`src/rtl/core101_bht_pkg.sv`:
```
// rtl/core101_bht_pkg.sv - BHT controller state encodings, counter constants and saturating update
package core101_bht_pkg;

  typedef enum logic [1:0] {
    ST_INIT   = 2'd0,
    ST_IDLE   = 2'd1,
    ST_UPD_WR = 2'd2
  } bht_state_e;

  localparam logic [1:0] SNT = 2'b00;
  localparam logic [1:0] WNT = 2'b01;
  localparam logic [1:0] WT  = 2'b10;
  localparam logic [1:0] ST  = 2'b11;

  // 2-bit counter moves one step toward the outcome and sticks at the rails
  function automatic logic [1:0] sat_update(input logic [1:0] ctr, input logic taken);
    if (taken) begin
      return (ctr == ST) ? ST : ctr + 2'd1;
    end
    return (ctr == SNT) ? SNT : ctr - 2'd1;
  endfunction

endpackage

```
`src/rtl/bht_fb_fifo.sv`:
```
// rtl/bht_fb_fifo.sv - synchronous FIFO of {index, taken} branch feedback entries
module bht_fb_fifo #(
  parameter int unsigned INDEX_W = 10,
  parameter int unsigned DEPTH   = 4
) (
  input  logic               clk_i,
  input  logic               rst_ni,
  input  logic               push_i,
  input  logic [INDEX_W-1:0] push_index_i,
  input  logic               push_taken_i,
  input  logic               pop_i,
  output logic               full_o,
  output logic               empty_o,
  output logic [INDEX_W-1:0] head_index_o,
  output logic               head_taken_o
);

  localparam int unsigned PTR_W = $clog2(DEPTH);
  localparam int unsigned DEPTH_I = DEPTH;
  localparam logic [PTR_W:0] FULL_CNT = DEPTH_I[PTR_W:0];

  logic [INDEX_W-1:0] index_q [DEPTH];
  logic [DEPTH-1:0]   taken_q;
  logic [PTR_W-1:0]   wr_ptr_q, wr_ptr_d;
  logic [PTR_W-1:0]   rd_ptr_q, rd_ptr_d;
  logic [PTR_W:0]     count_q, count_d;
  logic               do_push, do_pop;

  // Full comes from the registered count, so a pop never frees a slot in the same cycle
  assign full_o  = (count_q == FULL_CNT);
  assign empty_o = (count_q == '0);
  assign do_push = push_i & ~full_o;
  assign do_pop  = pop_i & ~empty_o;

  assign head_index_o = index_q[rd_ptr_q];
  assign head_taken_o = taken_q[rd_ptr_q];

  always_comb begin
    wr_ptr_d = do_push ? wr_ptr_q + 1'b1 : wr_ptr_q;
    rd_ptr_d = do_pop ? rd_ptr_q + 1'b1 : rd_ptr_q;
    count_d  = count_q;
    if (do_push && !do_pop) begin
      count_d = count_q + 1'b1;
    end else if (do_pop && !do_push) begin
      count_d = count_q - 1'b1;
    end
  end

  always_ff @(posedge clk_i or negedge rst_ni) begin
    if (!rst_ni) begin
      wr_ptr_q <= '0;
      rd_ptr_q <= '0;
      count_q  <= '0;
    end else begin
      wr_ptr_q <= wr_ptr_d;
      rd_ptr_q <= rd_ptr_d;
      count_q  <= count_d;
    end
  end

  always_ff @(posedge clk_i) begin
    if (do_push) begin
      index_q[wr_ptr_q] <= push_index_i;
      taken_q[wr_ptr_q] <= push_taken_i;
    end
  end

endmodule

```
`src/rtl/bht_controller.sv`:
```
// rtl/bht_controller.sv - BHT RAM sequencer: init sweep, lookup/update arbitration, feedback RMW
// Optional performance counters are built when BHT_PERF_CNT_EN is defined.
module bht_controller
  import core101_bht_pkg::*;
#(
  parameter int unsigned INDEX_W    = 10,
  parameter int unsigned FIFO_DEPTH = 4,
  parameter logic [1:0]  INIT_CTR   = WNT
) (
  input  logic               clock_in,
  input  logic               reset_n_in,
  input  logic               lookup_valid_in,
  input  logic [INDEX_W-1:0] lookup_index_in,
  output logic               lookup_ready_out,
  output logic               pred_valid_out,
  output logic               pred_taken_out,
  output logic [1:0]         pred_ctr_out,
  input  logic               fb_valid_in,
  input  logic [INDEX_W-1:0] fb_index_in,
  input  logic               fb_taken_in,
  output logic               fb_ready_out,
  output logic               mem_en_out,
  output logic               mem_we_out,
  output logic [INDEX_W-1:0] mem_addr_out,
  output logic [1:0]         mem_wdata_out,
  input  logic [1:0]         mem_rdata_in,
  output logic               init_busy_out
`ifdef BHT_PERF_CNT_EN
  ,
  output logic [31:0]        perf_lookups_out,
  output logic [31:0]        perf_updates_out,
  output logic [31:0]        perf_stall_out
`endif
);

  bht_state_e         state_q, state_d;
  logic [INDEX_W-1:0] init_addr_q, init_addr_d;
  logic               pred_valid_q, pred_valid_d;

  logic               fifo_full, fifo_empty, fifo_pop;
  logic [INDEX_W-1:0] head_index;
  logic               head_taken;

  logic               lookup_accept;
  logic               mem_en, mem_we;
  logic [INDEX_W-1:0] mem_addr;
  logic [1:0]         mem_wdata;

  bht_fb_fifo #(
    .INDEX_W (INDEX_W),
    .DEPTH   (FIFO_DEPTH)
  ) u_fb_fifo (
    .clk_i        (clock_in),
    .rst_ni       (reset_n_in),
    .push_i       (fb_valid_in),
    .push_index_i (fb_index_in),
    .push_taken_i (fb_taken_in),
    .pop_i        (fifo_pop),
    .full_o       (fifo_full),
    .empty_o      (fifo_empty),
    .head_index_o (head_index),
    .head_taken_o (head_taken)
  );

  always_comb begin
    state_d       = state_q;
    init_addr_d   = init_addr_q;
    lookup_accept = 1'b0;
    fifo_pop      = 1'b0;
    mem_en        = 1'b0;
    mem_we        = 1'b0;
    mem_addr      = '0;
    mem_wdata     = '0;
    case (state_q)
      ST_INIT: begin
        mem_en      = 1'b1;
        mem_we      = 1'b1;
        mem_addr    = init_addr_q;
        mem_wdata   = INIT_CTR;
        init_addr_d = init_addr_q + 1'b1;
        if (init_addr_q == '1) begin
          state_d = ST_IDLE;
        end
      end
      ST_IDLE: begin
        // A full FIFO outranks fetch so feedback can never be starved
        if (fifo_full) begin
          mem_en   = 1'b1;
          mem_addr = head_index;
          state_d  = ST_UPD_WR;
        end else if (lookup_valid_in) begin
          lookup_accept = 1'b1;
          mem_en        = 1'b1;
          mem_addr      = lookup_index_in;
        end else if (!fifo_empty) begin
          mem_en   = 1'b1;
          mem_addr = head_index;
          state_d  = ST_UPD_WR;
        end
      end
      ST_UPD_WR: begin
        mem_en    = 1'b1;
        mem_we    = 1'b1;
        mem_addr  = head_index;
        mem_wdata = sat_update(mem_rdata_in, head_taken);
        fifo_pop  = 1'b1;
        state_d   = ST_IDLE;
      end
      default: begin
        state_d = ST_INIT;
      end
    endcase
    pred_valid_d = lookup_accept;
  end

  always_ff @(posedge clock_in or negedge reset_n_in) begin
    if (!reset_n_in) begin
      state_q      <= ST_INIT;
      init_addr_q  <= '0;
      pred_valid_q <= 1'b0;
    end else begin
      state_q      <= state_d;
      init_addr_q  <= init_addr_d;
      pred_valid_q <= pred_valid_d;
    end
  end

  // RAM strobes are held off while reset is asserted so an interrupted RMW never lands
  assign mem_en_out    = mem_en & reset_n_in;
  assign mem_we_out    = mem_we & reset_n_in;
  assign mem_addr_out  = reset_n_in ? mem_addr : '0;
  assign mem_wdata_out = reset_n_in ? mem_wdata : '0;

  assign lookup_ready_out = lookup_accept;
  assign fb_ready_out     = ~fifo_full;
  assign init_busy_out    = (state_q == ST_INIT);
  assign pred_valid_out   = pred_valid_q;
  assign pred_ctr_out     = pred_valid_q ? mem_rdata_in : 2'b00;
  assign pred_taken_out   = pred_valid_q & mem_rdata_in[1];

`ifdef BHT_PERF_CNT_EN
  logic [31:0] perf_lookups_q, perf_updates_q, perf_stall_q;

  always_ff @(posedge clock_in or negedge reset_n_in) begin
    if (!reset_n_in) begin
      perf_lookups_q <= '0;
      perf_updates_q <= '0;
      perf_stall_q   <= '0;
    end else begin
      perf_lookups_q <= perf_lookups_q + {31'd0, lookup_accept};
      perf_updates_q <= perf_updates_q + {31'd0, (state_q == ST_UPD_WR)};
      perf_stall_q   <= perf_stall_q + {31'd0, (lookup_valid_in & ~lookup_accept)};
    end
  end

  assign perf_lookups_out = perf_lookups_q;
  assign perf_updates_out = perf_updates_q;
  assign perf_stall_out   = perf_stall_q;
`endif

endmodule

```
`config.mk`:
```
export PLATFORM = sky130hd
export DESIGN_NAME = bht_controller
export DESIGN_NICKNAME = d
export VERILOG_FILES = /design/src/rtl/core101_bht_pkg.sv /design/src/rtl/bht_fb_fifo.sv /design/src/rtl/bht_controller.sv
export SDC_FILE = /design/constraint.sdc
export NUM_CORES = 1
export LEC_CHECK = 0
export ABC_AREA = 1
export CORE_ASPECT_RATIO = 1.4
export CORE_UTILIZATION = 55
export CTS_CLUSTER_DIAMETER = 30
export CTS_CLUSTER_SIZE = 25
export DETAILED_ROUTE_END_ITERATION = 12
export PLACE_DENSITY = 0.78
export SLEW_MARGIN = 15
export SYNTH_ARGS = -nofsm -noshare
export SYNTH_HDL_FRONTEND = slang
export SYNTH_SLANG_ARGS = --single-unit
```
`constraint.sdc`:
```
create_clock -name clock_in -period 5.62 [get_ports clock_in]
set_input_delay 1.124 -clock clock_in [delete_from_list [all_inputs] [get_ports clock_in]]
set_output_delay 1.124 -clock clock_in [all_outputs]
set_load 0.05 [all_outputs]
```
# After elaboration in Yosys (flattened, before gate mapping)
# Memories as Yosys holds them, arrays and structs flattened.
# Cells that the tools add are included.
# classes
muxes	37
bitwise	7
n_reduce_logical	11
n_eq_ne	8
n_addsub	7
n_lt_le_gt_ge	3
# ops
op	n
$mux W10	4
$pmux W10 S3	1
$mux W2	10
$mux W1	14
$add A10 B1 Y10 const B	1
$eq A10 B10 Y1 const B	1
$add A2 B1 Y2 const B	3
$lt A2 B3 Y1 const B	2
$mux W3	2
$ne A3 B2 Y1 const B	2
$pmux W2 S3	1
$and A1 B1 Y1	5
$bwmux W4	1
$eq A2 B2 Y1 const B	2
$logic_not A2 Y1	2
$pmux W2 S2	1
$add A3 B1 Y3 const B	1
$eq A3 B3 Y1 const B	1
$logic_and A1 B1 Y1	3
$logic_not A3 Y1	1
$reduce_and A3 Y1	1
$sub A3 B1 Y3 const B	1
$bmux W1 S2	1
$demux W1 S2	1
other kinds (9)	11
# word_totals
ram_bits	40
regBits	24
out_inout_bits	21
memories	1
# mem_list
memory	depth	width	read_ports	rd_ports_with_merged_regs	wr	line	rtl
u_fb_fifo.index_q	4	10	1	0	1	bht_fb_fifo.sv:22	logic [INDEX_W-1:0] index_q [DEPTH];

# Depth between registers and ports, before layout
# logic_depth
ltp_word	7
ltp_mapped	11
mapped_depth_nobuf	11

# Hierarchy
# Synthesis repeated with hierarchy kept, for this count alone.
# hier_totals
hier_cells	376
hier_area_um2	3325.7
# modules_own_cells
mod	cells_each	instances	area_per_inst_um2
bht_fb_fifo	189	1	2207.1
bht_controller	187	1	1118.6

# Worst setup path after synthesis
# OpenSTA, ideal clock, no wires.
# synth_timing
path_type	input to output
start	input port reset_n_in
end	output port mem_wdata_out[1]
arrival_ns	2.862
path_buffers	0
cell_stages	4
setup_slack_ns	1.634
path_cell_list	inv_1 nor2_1 o211ai_1 a21oi_1
# synth_between
elab_chain_cells	1
# synth_rtl
item	line	rtl
start: declaration	bht_controller.sv:11	input logic reset_n_in,
$mux W2	bht_controller.sv:132	assign mem_wdata_out = reset_n_in ? mem_wdata : '0;
end: declaration	bht_controller.sv:25	output logic [1:0] mem_wdata_out,
# Every way passes these cells.

# Worst setup path in the final report
# Ends and elaborated chain as after synthesis.

==> impl_metrics.ini <==
[grt]
grt_max_degree = 26
grt_pass1_wl_mm = 10.6
track_usage_pct = 23.9
grt_antenna_before_repair = 0
grt-ovfl-total = 0
first_global_vias = 2365

[yosys]
synthAdderAreaFrac_pct = 2.93
synth_top_family_by_area = simple AND/OR/NAND/NOR gates
synth_cells = 349
synth_nets = 383
synth_top_cells_by_count = nand2_1 (111), edfxtp_1 (44), nand3_1 (34)
avgSynthCellArea_sq_um = 9.29
syn_area_sq_um = 3240
synthSimpleGateAreaFrac_pct = 25.3
yosys-top-cells-area = edfxtp_1 (41%), dfrtp_1 (15%), nand2_1 (13%), nand3_1 (5.2%), inv_1 (3.7%)
async_flop_share_pct = 31.3
synth_mux_area_share_pct = 0.347
synth_cell_types = 28
yosysTopAreaCellShare_pct = 40.7
yosys.area.top_type = edfxtp_1
ys.flop_type = edfxtp_1
synth-seq-cells = 64
synth_edf_count = 44
synth.most_common_cell = nand2_1
ys_warn_count = 0
synth-xor-area-share_pct = 3.51
synth-seq-area-share_pct = 56.2
synth_compound_area_share_pct = 4.63

[sta]
period_share_pct = 76.5
setup_tns_ns = 0
slew-limit-headroom_pct = 27.1
period_needed_ns = 4.30
skew_ns = 0.00506
whs_ns = 0.492
setup_violations = 0
hold_viol = 0
slew_violations = 0
timing.fmax_mhz = 233
worst_pin_slew_ns = 1.09
rsz0062_at_grt = no
layout_setup_ws_ns = 1.32

[clock_tree]
clock_tree.root_cell = clkbuf_8
cts-resized-gates = 0
cts_tree = done
holdBufCountCts = 0
cts_sinks = 64
post-cts-setup-buffers = 0
path_clk_slew_ns = 0.07
cts_buffer_depth = 2
htreeDepth = 3
numCtsBuffers = 9
insertion_delay_ns = 0.34

[setup_path]
cp-end-kind = output pin
cpMaxStageDelayCell = clkdlybuf4s50_1
crit_required_ns = 4.50
crit_path_frequent_cell = clkdlybuf4s50_1
crit_chain = clkdlybuf4s50_1 -> inv_1 -> nor2_1 -> o211ai_1 -> a21oi_1 -> clkdlybuf4s50_1
critPathCapture = mem_wdata_out[1]
crit_type = input pin to output pin
reg2reg_depth = 9
startpoint = reset_n_in
rr_endpoint = u_fb_fifo.count_q[1]
cp_max_fo = 12
critPathMaxStageDelay_ns = 0.81
cp-start-kind = input pin
r2r_setup_slack_ns = 3.18
r2r-start = state_q[1]
cp.arrival_ns = 3.18

[cells_and_area]
seqCellArea_sq_um = 1820
finalInstanceArea_sq_um = 3910
layout.nets = 428
finalCoreUtilization_pct = 69.8
drive_gt1_share_pct = 11.3
insertedDiodeCount = 0
multi_input_area_sq_um = 1190
area_growth_pct = 20.7
fill_cells = 455
fin_cells = 467

[place]
dp.cells = 451
post-place-ws_ns = 1.30
portBuffers = 47
dp_hpwl_mm = 4.44
place_area_sq_um = 3720
place_congestion = 0.854

[pwr]
power.leakage_nw = 1.65
power.total_mw = 1.25
power_density_nw_per_um2 = 319
peakVddDrop_uv = 303

[die]
die_h_um = 92.9
rows = 32
coreArea_sq_um = 5610
dieArea_sq_um = 6210
ioPinCount = 48
initial_core_util_pct = 57.9
dieWidth_um = 66.9

[run]
maxCapViolations = 0

[detailed_routing]
vias_per_cell = 5.13
drt-pass1-iter-count = 4
dr_total_vias = 2398
detail-route-antenna-nets = 0
totalWireLength_mm = 6.41
drtIter0Drc = 124
routedWlPerCell_um = 13.7
drc = 0

[hold_path]
hold_class = register to register

[status]
status = finished clean
-- state kept, by name, indices dropped and copies added, names as in the netlist --
name,count
state_q,2
u_fb_fifo.index_q,40
u_fb_fifo.wr_ptr_q,2
init_addr_q,10
u_fb_fifo.rd_ptr_q,2
u_fb_fifo.taken_q,4
u_fb_fifo.count_q,3
pred_valid_out,1
-- logic make-up after synthesis --
family | after synthesis
AND/OR/NAND/NOR | 191
flip-flops | 64
buffers and inverters | 52
AO/OA/AOI/OAI | 21
XOR/XNOR | 13
adder cells (fa/ha/maj) | 7
multiplexers | 1
-- routing by layer --
layer / vias to the layer above / part of all wire, % / global-route usage, %
li1: 1210 / - / -
met2: 62 / 52 / 41.0
met4: 0 / 1.5 / 7.80
met5: - / 0 / 0
met1: 1120 / 41 / 27.8
met3: 6 / 5.1 / 7.39
-- critical path, delay by kind of cell --
kind	cells	cell delay [ns]
compound gates	2	0.26
buf+inv	3	1.53
simple gates	1	0.27
-- placed cells by master (no fill, tap or decap), types with 6 or more instances in the layout --
master	instances
clkbuf_8	9
xor2_1	9
inv_2	6
nand3_1	34
inv_1	32
a21oi_2	10
edfxtp_1	44
ha_1	6
nor2_1	29
clkdlybuf4s50_1	47
nand2_1	111
dfrtp_1	20
-- cell type report --
cell class	instances	area share [%]
clock inverters	7	1.82
clock buffers	9	3.16
flip-flops and latches	64	46.5
repair buffers	48	12.2
well taps	68	2.17
multi-input cells	233	30.4
inverters	38	3.64
-- worst min path at each step --
stage	endpoint	start	slack (ns)	depth (start not counted)
finish	init_addr_q[3]	init_addr_q[3]	0.49	1
global route	init_addr_q[6]	init_addr_q[6]	0.51	1
CTS	init_addr_q[3]	init_addr_q[3]	0.50	1
detailed placement	init_addr_q[6]	init_addr_q[6]	0.48	1
global placement	init_addr_q[3]	init_addr_q[3]	0.49	1
floorplan	init_addr_q[3]	init_addr_q[3]	0.46	1
-- power breakdown --
group	internal, mW	total (mW)	switching (mW)
combinational	0.0795	0.229	0.150
clock	0.204	0.390	0.186
sequential	0.595	0.631	0.0356
total	0.879	1.25	0.371
Note: power is estimated with default switching activity, not from simulation.
